### src/rtl/time_counter_p_if.sv
// Bundle of the button, display and alarm signals of the time-of-day counter.
// No valid/ready pairs: set and inc are level signals whose rising edges the counter detects itself.
interface time_counter_p_if;
    logic       set;
    logic       inc;
    logic       mode_24h;
    logic       alarm_en;
    logic [4:0] alarm_h;
    logic [5:0] alarm_m;
    logic [4:0] hours;
    logic [5:0] minutes;
    logic [5:0] seconds;
    logic       am_pm;
    logic       setting_h;
    logic       setting_m;
    logic       sec_tick;
    logic       alarm_hit;
    logic [1:0] state_dbg;

    modport master (
        output set, inc, mode_24h, alarm_en, alarm_h, alarm_m,
        input  hours, minutes, seconds, am_pm, setting_h, setting_m,
               sec_tick, alarm_hit, state_dbg
    );

    modport slave (
        input  set, inc, mode_24h, alarm_en, alarm_h, alarm_m,
        output hours, minutes, seconds, am_pm, setting_h, setting_m,
               sec_tick, alarm_hit, state_dbg
    );
endinterface

### src/rtl/time_counter_p.sv
// Single-clock time-of-day counter: internal 1 Hz prescaler, 12/24-hour display,
// RUN/SET_H/SET_M set mode and an alarm-match pulse.
module time_counter_p #(
    parameter int CLK_HZ = 50_000_000
) (
    input  logic             project_clk,
    input  logic             rst,
    time_counter_p_if.slave  bus
);
    localparam int PRESC_W = (CLK_HZ > 1) ? $clog2(CLK_HZ) : 1;
    localparam logic [PRESC_W-1:0] PRESC_MAX = PRESC_W'(CLK_HZ - 1);

    typedef enum logic [1:0] {
        ST_RUN   = 2'd0,
        ST_SET_H = 2'd1,
        ST_SET_M = 2'd2
    } state_t;

    state_t             state;
    logic [PRESC_W-1:0] presc;
    logic [4:0]         h24;
    logic [5:0]         minutes;
    logic [5:0]         seconds;
    logic               set_q;
    logic               inc_q;
    logic               sec_tick;
    logic               alarm_hit;

    logic               set_edge;
    logic               inc_edge;
    logic               tick;
    logic [4:0]         nxt_h;
    logic [5:0]         nxt_m;
    logic [5:0]         nxt_s;
    logic               alarm_match;
    logic [4:0]         h_mod;
    logic [4:0]         h12;

    always_comb begin
        set_edge = bus.set & ~set_q;
        inc_edge = bus.inc & ~inc_q;
        tick     = (state == ST_RUN) && (presc == PRESC_MAX);

        // Time after one second, with the full seconds -> minutes -> hours carry chain.
        nxt_s = seconds + 6'd1;
        nxt_m = minutes;
        nxt_h = h24;
        if (seconds == 6'd59) begin
            nxt_s = 6'd0;
            if (minutes == 6'd59) begin
                nxt_m = 6'd0;
                nxt_h = (h24 == 5'd23) ? 5'd0 : h24 + 5'd1;
            end else begin
                nxt_m = minutes + 6'd1;
            end
        end

        alarm_match = bus.alarm_en && (nxt_h == bus.alarm_h) &&
                      (nxt_m == bus.alarm_m) && (nxt_s == 6'd0);

        h_mod = (h24 >= 5'd12) ? h24 - 5'd12 : h24;
        h12   = (h_mod == 5'd0) ? 5'd12 : h_mod;
    end

    always_ff @(posedge project_clk or negedge rst) begin
        if (!rst) begin
            state     <= ST_RUN;
            presc     <= '0;
            h24       <= 5'd0;
            minutes   <= 6'd0;
            seconds   <= 6'd0;
            set_q     <= 1'b0;
            inc_q     <= 1'b0;
            sec_tick  <= 1'b0;
            alarm_hit <= 1'b0;
        end else begin
            set_q     <= bus.set;
            inc_q     <= bus.inc;
            sec_tick  <= 1'b0;
            alarm_hit <= 1'b0;
            if (set_edge) begin
                // A set edge takes priority over both a coincident tick and an inc edge.
                case (state)
                    ST_RUN: begin
                        state   <= ST_SET_H;
                        seconds <= 6'd0;
                        presc   <= '0;
                    end
                    ST_SET_H: state <= ST_SET_M;
                    ST_SET_M: begin
                        state <= ST_RUN;
                        presc <= '0;
                    end
                    default: begin
                        state <= ST_RUN;
                        presc <= '0;
                    end
                endcase
            end else begin
                case (state)
                    ST_RUN: begin
                        if (tick) begin
                            presc     <= '0;
                            seconds   <= nxt_s;
                            minutes   <= nxt_m;
                            h24       <= nxt_h;
                            sec_tick  <= 1'b1;
                            alarm_hit <= alarm_match;
                        end else begin
                            presc <= presc + PRESC_W'(1);
                        end
                    end
                    ST_SET_H: begin
                        if (inc_edge) h24 <= (h24 == 5'd23) ? 5'd0 : h24 + 5'd1;
                    end
                    ST_SET_M: begin
                        if (inc_edge) minutes <= (minutes == 6'd59) ? 6'd0 : minutes + 6'd1;
                    end
                    default: state <= ST_RUN;
                endcase
            end
        end
    end

    assign bus.hours     = bus.mode_24h ? h24 : h12;
    assign bus.minutes   = minutes;
    assign bus.seconds   = seconds;
    assign bus.am_pm     = (h24 >= 5'd12);
    assign bus.setting_h = (state == ST_SET_H);
    assign bus.setting_m = (state == ST_SET_M);
    assign bus.sec_tick  = sec_tick;
    assign bus.alarm_hit = alarm_hit;
    assign bus.state_dbg = state;
endmodule

### src/flat_wrapper.sv
// flat-port wrapper written by rule: the top's interface ports become plain ports
module time_counter_p_flat 
#(
    parameter int CLK_HZ = 50_000_000
)
  (project_clk, rst, bus_set, bus_inc, bus_mode_24h, bus_alarm_en, bus_alarm_h, bus_alarm_m, bus_hours, bus_minutes, bus_seconds, bus_am_pm, bus_setting_h, bus_setting_m, bus_sec_tick, bus_alarm_hit, bus_state_dbg);
  time_counter_p_if bus_i ();
  input  logic project_clk;
  input  logic rst;
  input wire logic [$bits(bus_i.set)-1:0] bus_set;
  input wire logic [$bits(bus_i.inc)-1:0] bus_inc;
  input wire logic [$bits(bus_i.mode_24h)-1:0] bus_mode_24h;
  input wire logic [$bits(bus_i.alarm_en)-1:0] bus_alarm_en;
  input wire logic [$bits(bus_i.alarm_h)-1:0] bus_alarm_h;
  input wire logic [$bits(bus_i.alarm_m)-1:0] bus_alarm_m;
  output wire logic [$bits(bus_i.hours)-1:0] bus_hours;
  output wire logic [$bits(bus_i.minutes)-1:0] bus_minutes;
  output wire logic [$bits(bus_i.seconds)-1:0] bus_seconds;
  output wire logic [$bits(bus_i.am_pm)-1:0] bus_am_pm;
  output wire logic [$bits(bus_i.setting_h)-1:0] bus_setting_h;
  output wire logic [$bits(bus_i.setting_m)-1:0] bus_setting_m;
  output wire logic [$bits(bus_i.sec_tick)-1:0] bus_sec_tick;
  output wire logic [$bits(bus_i.alarm_hit)-1:0] bus_alarm_hit;
  output wire logic [$bits(bus_i.state_dbg)-1:0] bus_state_dbg;
  assign bus_i.set = bus_set;
  assign bus_i.inc = bus_inc;
  assign bus_i.mode_24h = bus_mode_24h;
  assign bus_i.alarm_en = bus_alarm_en;
  assign bus_i.alarm_h = bus_alarm_h;
  assign bus_i.alarm_m = bus_alarm_m;
  assign bus_hours = bus_i.hours;
  assign bus_minutes = bus_i.minutes;
  assign bus_seconds = bus_i.seconds;
  assign bus_am_pm = bus_i.am_pm;
  assign bus_setting_h = bus_i.setting_h;
  assign bus_setting_m = bus_i.setting_m;
  assign bus_sec_tick = bus_i.sec_tick;
  assign bus_alarm_hit = bus_i.alarm_hit;
  assign bus_state_dbg = bus_i.state_dbg;
  time_counter_p #(.CLK_HZ(CLK_HZ)) u_core (.project_clk(project_clk), .rst(rst), .bus(bus_i));
endmodule
### config.mk
export PLATFORM = sky130hd
export DESIGN_NAME = time_counter_p_flat
export DESIGN_NICKNAME = d
export VERILOG_FILES = /design/src/rtl/time_counter_p_if.sv /design/src/rtl/time_counter_p.sv /design/src/flat_wrapper.sv
export SDC_FILE = /design/constraint.sdc
export NUM_CORES = 1
export LEC_CHECK = 0
export CORE_UTILIZATION = 59
export DETAILED_ROUTE_END_ITERATION = 10
export PLACE_DENSITY = 0.84
export SETUP_SLACK_MARGIN = 0.2
export SLEW_MARGIN = 20
export SYNTH_ARGS = -nofsm -noshare
export SYNTH_HDL_FRONTEND = slang
export SYNTH_SLANG_ARGS = --single-unit
export TNS_END_PERCENT = 5
### constraint.sdc
create_clock -name project_clk -period 4.8 [get_ports project_clk]
set_clock_uncertainty 0.1 [all_clocks]
set_input_delay 1.2 -clock project_clk [delete_from_list [all_inputs] [get_ports project_clk]]
set_output_delay 1.2 -clock project_clk [all_outputs]
set_load 0.05 [all_outputs]
# After elaboration in Yosys (flattened, before gate mapping)
# Index checks and enable logic that the tools add are counted.
# totals
reg_bits	49
inputBits	17
out_inout_bits	24
word_cells	81
# op_classes
n_addsub	5
magnitude_cmp	1
eq_ne	13
muxes	32
bitwise	5
reduce_logical	16
# ops
cell	count
26-bit two-way mux	4
6-bit two-way mux	9
5-bit two-way mux	8
26-bit by 1-bit adder with 26-bit output, second input constant	1
26-bit == test, second input constant	1
6-bit by 1-bit adder with 6-bit output, second input constant	2
6-bit == test, second input constant	2
6-bit case mux with 2 select lines	1
5-bit case mux with 2 select lines	1
2-bit by 1-bit inequality test with 1-bit output, second input constant	4
4-bit AND reduction	2
2-bit nonzero test	4
6-bit == test	1
6-bit logical NOT	1
1-bit two-way mux	6
5-bit by 1-bit adder with 5-bit output, second input constant	1
5-bit == test	1
5-bit == test, second input constant	1
5-bit by 4-bit greater-or-equal comparator with 1-bit output, second input constant	1
5-bit logical NOT	1
5-bit by 4-bit subtractor with 5-bit output, second input constant	1
1-bit logical AND	4
2-bit two-way mux	2
2-bit case mux with 2 select lines	1
8 further kinds	12

# Logic depth before layout (Yosys ltp)
# Gate-level depths: netlist of the first run.
# logic_depth
word_depth	11
mapped_depth	9
ltp_nobuf	8

# Least setup slack after synthesis of the first run
# OpenSTA, ideal clock, no wires.
# synth_path
path_type	reg-to-output
start	reg u_core.h24[3]
end	out bus_hours[2]
arrival_ns	2.429
required_ns	3.500
path_slack_ns	1.071
stages_incl_launch_ff	9
n_path_buf	1
cell_sequence	dfrtp_1 -> clkbuf_1 -> inv_1 -> ha_1 -> nand3_1 -> a21oi_1 -> o21ai_1 -> o21a_1 -> o21ai_0
# synth_between
elab_chain_len	5
elab_cells_between_ends	6
classes_between	add/sub: 1; order compare: 1; mux: 3; reduce/logical: 1
# synth_rtl
item	line	source
start, declared	time_counter_p.sv:21	logic [4:0] h24;
start signal, assigned	time_counter_p.sv:106	h24 <= nxt_h;
start signal, assigned	time_counter_p.sv:114	if (inc_edge) h24 <= (h24 == 5'd23) ? 5'd0 : h24 + 5'd1;
5-bit by 4-bit subtractor with 5-bit output / 5-bit by 4-bit greater-or-equal comparator with 1-bit output (equally long branches)	time_counter_p.sv:61	h_mod = (h24 >= 5'd12) ? h24 - 5'd12 : h24;
5-bit two-way mux *	time_counter_p.sv:61	
5-bit logical NOT	time_counter_p.sv:62	h12 = (h_mod == 5'd0) ? 5'd12 : h_mod;
5-bit two-way mux *	time_counter_p.sv:62	
5-bit two-way mux *	time_counter_p.sv:125	assign bus.hours = bus.mode_24h ? h24 : h12;
end, declared	flat_wrapper.sv:16	output wire logic [$bits(bus_i.hours)-1:0] bus_hours;
# Mark *: on every way between the ends. The rest lies on a longest branch, timed or not.

# Worst setup path after layout of the first run
# layout_path
start	in bus_mode_24h
end	out bus_hours[4]
# layout_between
elab_chain_len	1
# layout_rtl
item	line	source
start, declared	flat_wrapper.sv:12	input wire logic [$bits(bus_i.mode_24h)-1:0] bus_mode_24h;
5-bit two-way mux	time_counter_p.sv:125	
# No other way between the ends.

==> results of run 1 <==
area by class of cell:
type | instances | area, um^2
sequential | 49 | 1230
tap | 72 | 90.1
fill | 447 | 1600
clock inverter | 3 | 22.5
timing repair buffer | 43 | 418
multi-input combinational | 314 | 2040
clock buffer | 5 | 68.8
inverter | 12 | 46.3
power by group through the flow:
| stage | Clock, mW | Combinational [mW] | Sequential [mW] |
|---|---|---|---|
| 6_report | 0.253 | 0.740 | 0.591 |
| 5_1_grt | 0.273 | 0.805 | 0.605 |
| 4_1_cts | 0.258 | 0.740 | 0.586 |
| 3_5_place_dp | 0 | 0.738 | 0.595 |
| 3_3_place_gp | 0 | 0.727 | 0.591 |
| 2_1_floorplan | 0 | 0.503 | 0.612 |
routing by layer:
| metal | part of all wire | GRT usage | vias up |
|---|---|---|---|
| met5 | 0 | 0 | - |
| met4 | 0.017 | 0.0774 | 0 |
| met1 | 0.47 | 0.393 | 1444 |
| li1 | - | - | 1489 |
| met3 | 0.054 | 0.0424 | 13 |
| met2 | 0.46 | 0.412 | 114 |
critical path, cell delays in order:
cell and delay [ns]:
clkdlybuf4s50_1 0.50, or4_1 0.50, nand2_1 0.07, clkdlybuf4s50_1 0.79
layout by cell type (no fill, tap or decap), types with 9 or more instances in the layout:
master	synthesis	layout
a21oi_1	23	23
inv_1	11	11
nand2_1	35	35
dfrtp_1	49	49
clkdlybuf4s50_1	0	39
o21ai_1	9	9
xor2_1	19	19
nand4_1	11	11
o21ai_0	17	17
nand3_1	19	19
xnor2_1	9	9
nor2_1	47	47
worst max path at each step:
stage                         startpoint  slack [ns]            to  cells after the start
2_1_floorplan  u_core.h24[3]$_DFFE_PN0P_        1.07  bus_hours[2]                      8
5_1_grt                     bus_mode_24h        0.34  bus_hours[4]                      4
4_1_cts                     bus_mode_24h        0.45  bus_hours[4]                      4
3_5_place_dp                bus_mode_24h        0.45  bus_hours[4]                      4
3_3_place_gp                bus_mode_24h        0.46  bus_hours[4]                      4
6_report                    bus_mode_24h        0.45  bus_hours[4]                      4
through the flow:
| step | hold WS (ns) | cells | utilization | area, um^2 | total power, mW |
|---|---|---|---|---|---|
| after floorplan | 0.404 | 388 | - | 3360 | 1.11 |
| after global placement | 0.422 | 490 | 0.694 | 3820 | 1.32 |
| after detailed placement | 0.435 | 490 | 0.694 | 3820 | 1.33 |
| after CTS | 0.458 | 498 | 0.710 | 3910 | 1.58 |
| after global routing | 0.475 | 498 | 0.710 | 3910 | 1.68 |
| final | 0.455 | 498 | 0.710 | 3910 | 1.58 |
kinds of logic (layout without fill, tap and decap cells):
kind of cell / Yosys count / after routing / synth area share
multiplexers: 7 / 7 / 0.0231
AND/OR/NAND/NOR: 186 / 186 / 0.314
flip-flops: 49 / 49 / 0.365
adder cells (fa/ha/maj): 8 / 8 / 0.0298
AO/OA/AOI/OAI: 85 / 85 / 0.167
XOR/XNOR: 28 / 28 / 0.0729
buffers and inverters: 25 / 63 / 0.0287
sequential cells by signal, summed over array words and instances, names as in the netlist:
name,cells
u_core.bus.seconds,6
u_core.inc_q,1
u_core.h24,5
u_core.presc,26
u_core.bus.state_dbg,2
u_core.set_q,1
u_core.bus.alarm_hit,1
u_core.bus.sec_tick,1
u_core.bus.minutes,6
==> metrics.json, run 1 <==
{
  "synth": {
    "synth_enable_flop_cells": 0,
    "synth.yosys.warnings": 0,
    "synthCells": 388,
    "most_instantiated_library_cell_after_synthesis": "dfrtp_1",
    "synth.lib_cells_used.distinct": 69,
    "synth.cell_area_mm2": 0.00336,
    "synth_top_cell_area_share": 0.365,
    "post_synthesis_sequential_area_ratio": 0.365,
    "netlist_top_cells_area": "dfrtp_1 (36%), nor2_1 (5.2%), xor2_1 (4.9%)",
    "synth.largest_area_cell": "dfrtp_1",
    "synthesis.area_per_instance_um2": 8.66,
    "synthesis.nets": 413,
    "ys_top_cells_by_count": "dfrtp_1 (49), nor2_1 (47), nand2_1 (35), a21oi_1 (23)",
    "synth_async_sr_flop_share": 1.00,
    "synth_flop_cell": "dfrtp_1",
    "ys_ff_latch": 49
  },
  "worst_hold_path": {
    "min_delay_path_depth": 2,
    "hp_start": "u_core.presc[14]$_DFFE_PN0P_",
    "min-delay-path-class": "reg -> reg",
    "min_delay_endpoint": "u_core.presc[14]$_DFFE_PN0P_"
  },
  "place": {
    "dp.final_hpwl_um": 5550,
    "weighted_congestion_at_the_end_of_routability_driven_global_placement": 0.898,
    "io_buffers": 40,
    "post-place-ws_ns": 0.450
  },
  "sta": {
    "final-setup-viol-count": 0,
    "timing_worst_slew_pin_value_ns": 0.798,
    "timing.max_slew.rel_slack": 0.466,
    "timing.setup.tns_ns": 0,
    "rsz0062_at_grt": "false",
    "max_clock_freq_ghz": 0.230,
    "period_minus_slack_ns": 4.35,
    "final_min_period_over_clock_period": 0.906,
    "post-route-worst-setup-slack_ns": 0.450,
    "finalMaxSlewViolations": 0,
    "finalHoldViolCount": 0
  },
  "drt": {
    "drt_iter0_drc": 286,
    "drc_errors": 0,
    "drt_pass1_iterations": 6,
    "detail_route.wirelength_um": 7610,
    "detail_route.vias_per_cell": 6.14,
    "drt.antenna.violating_nets": 0,
    "route.vias.total": 3060,
    "wl_per_cell_um": 15.3
  },
  "cts": {
    "cts.repair_timing.setup_buffer_count": 0,
    "clock_path_buffers": 2,
    "cts.clk_slew.worst_paths_ns": 0.10,
    "worst_skew_pair.late_latency_ns": 0.31,
    "cts.hold.buffers_added": 0,
    "tritoncts_num_sinks": 49,
    "cts_tree": "yes",
    "cts-root-buf": "clkbuf_8",
    "cts-resized-gates": 0,
    "cts_htree_levels": 2,
    "tritoncts_buffer_count": 5
  },
  "setup_path": {
    "r2r_start": "u_core.bus.seconds[0]$_DFFE_PN0P_",
    "worst-endpoint-required_ns": 3.50,
    "regToRegSetupSlack_ns": 1.79,
    "rr_worst_depth": 7,
    "element_type_at_the_critical_path_start": "primary input",
    "timing.rr.end": "u_core.bus.alarm_hit$_DFF_PN0_",
    "setup.worst_path.end_class": "output pin",
    "crit_path_max_fanout": 7,
    "cp.arrival_ns": 3.05,
    "criticalPathCategory": "in -> out"
  },
  "power": {
    "leakagePower_nw": 1.64,
    "p_sw_frac": 0.464,
    "ir_drop_v": 0.000356,
    "power_frac_clock": 0.160,
    "seq_power_share": 0.373,
    "internal-power_mw": 0.849,
    "power_switching_mw": 0.734,
    "comb_power_share": 0.467,
    "cellPowerDensity_mw_per_mm2": 405
  },
  "finish": {
    "areaGrowthSynthToFinish_pct": 16.3,
    "antennaDiodeCount": 0,
    "final_stage_net_count": 450,
    "layout_cell_share_with_drive_strength_beyond_1": 0.0704
  },
  "job": {
    "cap_violations": 0
  },
  "global_routing": {
    "global_route_wire_length_before_repair_um": 12900,
    "number_of_global_route_vias_before_repair": 2750,
    "grt_max_degree": 50,
    "grt.overflow.total": 0,
    "global_route.usage.total": 0.269,
    "initial_antenna_violation_count": 0
  },
  "die": {
    "floorplan.die_area_mm2": 0.00600,
    "std_cell_rows": 27,
    "top_level_ports": 41,
    "initial_utilization": 0.611,
    "fp.dieW_um": 77.5,
    "die_height_um": 77.5,
    "core_footprint_mm2": 0.00551
  },
  "outcome": {
    "result_of_the_run": "finished, final reports clean"
  }
}
No activity file was read; power rests on OpenSTA's default activity.
==> inputs of run 2 (changes only) <==
--- a/config.mk
+++ b/config.mk
@@ -5,9 +5,11 @@
 export SDC_FILE = /design/constraint.sdc
 export NUM_CORES = 1
 export LEC_CHECK = 0
+export CORE_ASPECT_RATIO = 1.2
 export CORE_UTILIZATION = 59
 export DETAILED_ROUTE_END_ITERATION = 10
 export PLACE_DENSITY = 0.84
+export REMOVE_ABC_BUFFERS = 1
 export SETUP_SLACK_MARGIN = 0.2
 export SLEW_MARGIN = 20
 export SYNTH_ARGS = -nofsm -noshare
==> run 2 against run 1 <==
  * Wire length increased by 4.2%
  * Total power increased by 1.6%
  * Non-clock buffer count unchanged
  * Core utilization increased by 1.7 points
  * Global-route usage increased by 1.2 points
  * Sequential share of layout area increased by 0.060 points
  * Count of clock-buffer cells in the layout increased by 1
  * Critical path depth unchanged
  * Critical path type unchanged
  * Largest cell class unchanged
==> metrics.json, run 2 (synthesized netlist as in run 1, its figures left out) <==
{
  "die": {
    "std_cell_rows": 29,
    "top_level_ports": 41,
    "die_height_um": 84.7,
    "fp.dieW_um": 70.9,
    "core_footprint_mm2": 0.00537,
    "initial_utilization": 0.626,
    "floorplan.die_area_mm2": 0.00601
  },
  "finish": {
    "final_stage_net_count": 450,
    "areaGrowthSynthToFinish_pct": 16.1,
    "largest_reg_flops": 26,
    "layout_top_registers": "u_core.presc: 26 flops, u_core.bus.minutes: 6 flops, u_core.bus.seconds: 6 flops",
    "regMostFlops": "u_core.presc",
    "layout_cell_share_with_drive_strength_beyond_1": 0.0704,
    "antennaDiodeCount": 0,
    "layout.cells.most_common_list": "dfrtp_1 (49), nor2_1 (47), clkdlybuf4s50_1 (39)",
    "layout.cells.most_common": "dfrtp_1"
  },
  "cts": {
    "cts.clk_slew.worst_paths_ns": 0.09,
    "clock_path_buffers": 2,
    "cts_htree_levels": 2,
    "cts.repair_timing.setup_buffer_count": 0,
    "cts.hold.buffers_added": 0,
    "cts-resized-gates": 0,
    "tritoncts_num_sinks": 49,
    "cts_tree": "yes",
    "worst_skew_pair.late_latency_ns": 0.31,
    "cts-root-buf": "clkbuf_8",
    "tritoncts_buffer_count": 5
  },
  "drt": {
    "drt_iter0_drc": 175,
    "detail_route.wirelength_um": 7930,
    "wl_per_cell_um": 16.3,
    "drt.antenna.violating_nets": 0,
    "drt_pass1_iterations": 4,
    "detail_route.vias_per_cell": 6.29,
    "route.vias.total": 3071,
    "drc_errors": 0
  },
  "global_routing": {
    "global_route_wire_length_before_repair_um": 13400,
    "number_of_global_route_vias_before_repair": 2880,
    "global_route.usage.total": 0.281,
    "grt_max_degree": 50,
    "initial_antenna_violation_count": 0,
    "grt.overflow.total": 0
  },
  "setup_path": {
    "crit_path_max_fanout": 7,
    "regToRegSetupSlack_ns": 1.82,
    "cp.arrival_ns": 3.05,
    "path_delay_family": "buffers and inverters",
    "element_type_at_the_critical_path_start": "primary input",
    "setup.worst_path.end_class": "output pin",
    "timing.critical_path.slowest_cell_delay_ns": 0.79,
    "criticalPathCategory": "in -> out",
    "critical_path.most_common_cell": "clkdlybuf4s50_1",
    "worst-endpoint-required_ns": 3.50,
    "cpMaxStageDelayCell": "clkdlybuf4s50_1",
    "worstPathCellList": "clkdlybuf4s50_1 -> or4_1 -> nand2_1 -> clkdlybuf4s50_1",
    "critical_path_buf_inv_count": 2
  },
  "power": {
    "ir_drop_v": 0.000419,
    "cellPowerDensity_mw_per_mm2": 412,
    "leakagePower_nw": 1.64,
    "total_power_mw": 1.61
  },
  "sta": {
    "rsz0062_at_grt": "false",
    "finalHoldViolCount": 0,
    "finalMaxSlewViolations": 0,
    "timing.max_slew.rel_slack": 0.501,
    "final-setup-viol-count": 0,
    "timing.setup.tns_ns": 0,
    "period_minus_slack_ns": 4.35,
    "final_min_period_over_clock_period": 0.907,
    "max_clock_freq_ghz": 0.230,
    "timing_worst_slew_pin_value_ns": 0.746
  },
  "job": {
    "cap_violations": 0
  },
  "worst_hold_path": {
    "min-delay-path-class": "reg -> reg"
  },
  "place": {
    "io_buffers": 40,
    "dp.final_hpwl_um": 5760,
    "weighted_congestion_at_the_end_of_routability_driven_global_placement": 0.899
  },
  "outcome": {
    "result_of_the_run": "finished, final reports clean"
  }
}
run 2: cell count changes in the layout (fill, tap and decap cells not counted):
cell,change
clkinv_4,-1
clkbuf_8,+1
run 2: worst paths after layout:
check	cells after the start	end	from
min in group asynchronous	2	u_core.presc[11]$_DFFE_PN0P_	rst
hold reg to reg	2	u_core.presc[25]$_DFFE_PN0P_	u_core.presc[25]$_DFFE_PN0P_
max in group asynchronous	2	u_core.bus.seconds[0]$_DFFE_PN0P_	rst
hold / removal	2	u_core.presc[25]$_DFFE_PN0P_	u_core.presc[25]$_DFFE_PN0P_
setup reg to reg	7	u_core.bus.alarm_hit$_DFF_PN0_	u_core.bus.seconds[0]$_DFFE_PN0P_
setup / recovery	4	bus_hours[4]	bus_mode_24h
run 2: where the power goes:
group | switching [mW] | internal, mW | total, mW
clock network | 0.145 | 0.117 | 0.262
registers | 0.128 | 0.468 | 0.595
logic | 0.472 | 0.279 | 0.751
total | 0.745 | 0.863 | 1.61
run 2: layout make-up:
type,count,area [um^2]
multi-input cells,314,2040
fillers,418,1470
flip-flops and latches,49,1230
repair buffers,43,418
clock buffers,6,82.6
well taps,62,77.6
inverters,12,46.3
clock inverters,2,13.8
run 2: through the flow:
step	util	instance area, um^2	hold slack [ns]	worst slack, ns	cells
final	0.727	3900	0.450	0.446	488
after floorplan	-	3310	0.404	1.17	375
after detailed placement	0.709	3810	0.438	0.450	480
after global placement	0.709	3810	0.422	0.463	480
after global routing	0.727	3900	0.476	0.392	488
after CTS	0.727	3900	0.454	0.443	488
run 2: per-layer routing:
metal / up-vias / global-route usage / share of wire
met5: - / 0 / 0
li1: 1486 / - / -
met2: 93 / 0.503 / 0.52
met4: 0 / 0.100 / 0.015
met3: 12 / 0.0480 / 0.052
met1: 1480 / 0.338 / 0.41
run 2: worst reg2reg max path, stage by stage, from the launching register on:
cell and delay, ns:
dfrtp_1 0.45, ha_1 0.36, nand2_2 0.15, nor2_1 0.62, o311ai_0 0.21, a311o_1 0.32
a2111o_1 0.40, nor4_2 0.28
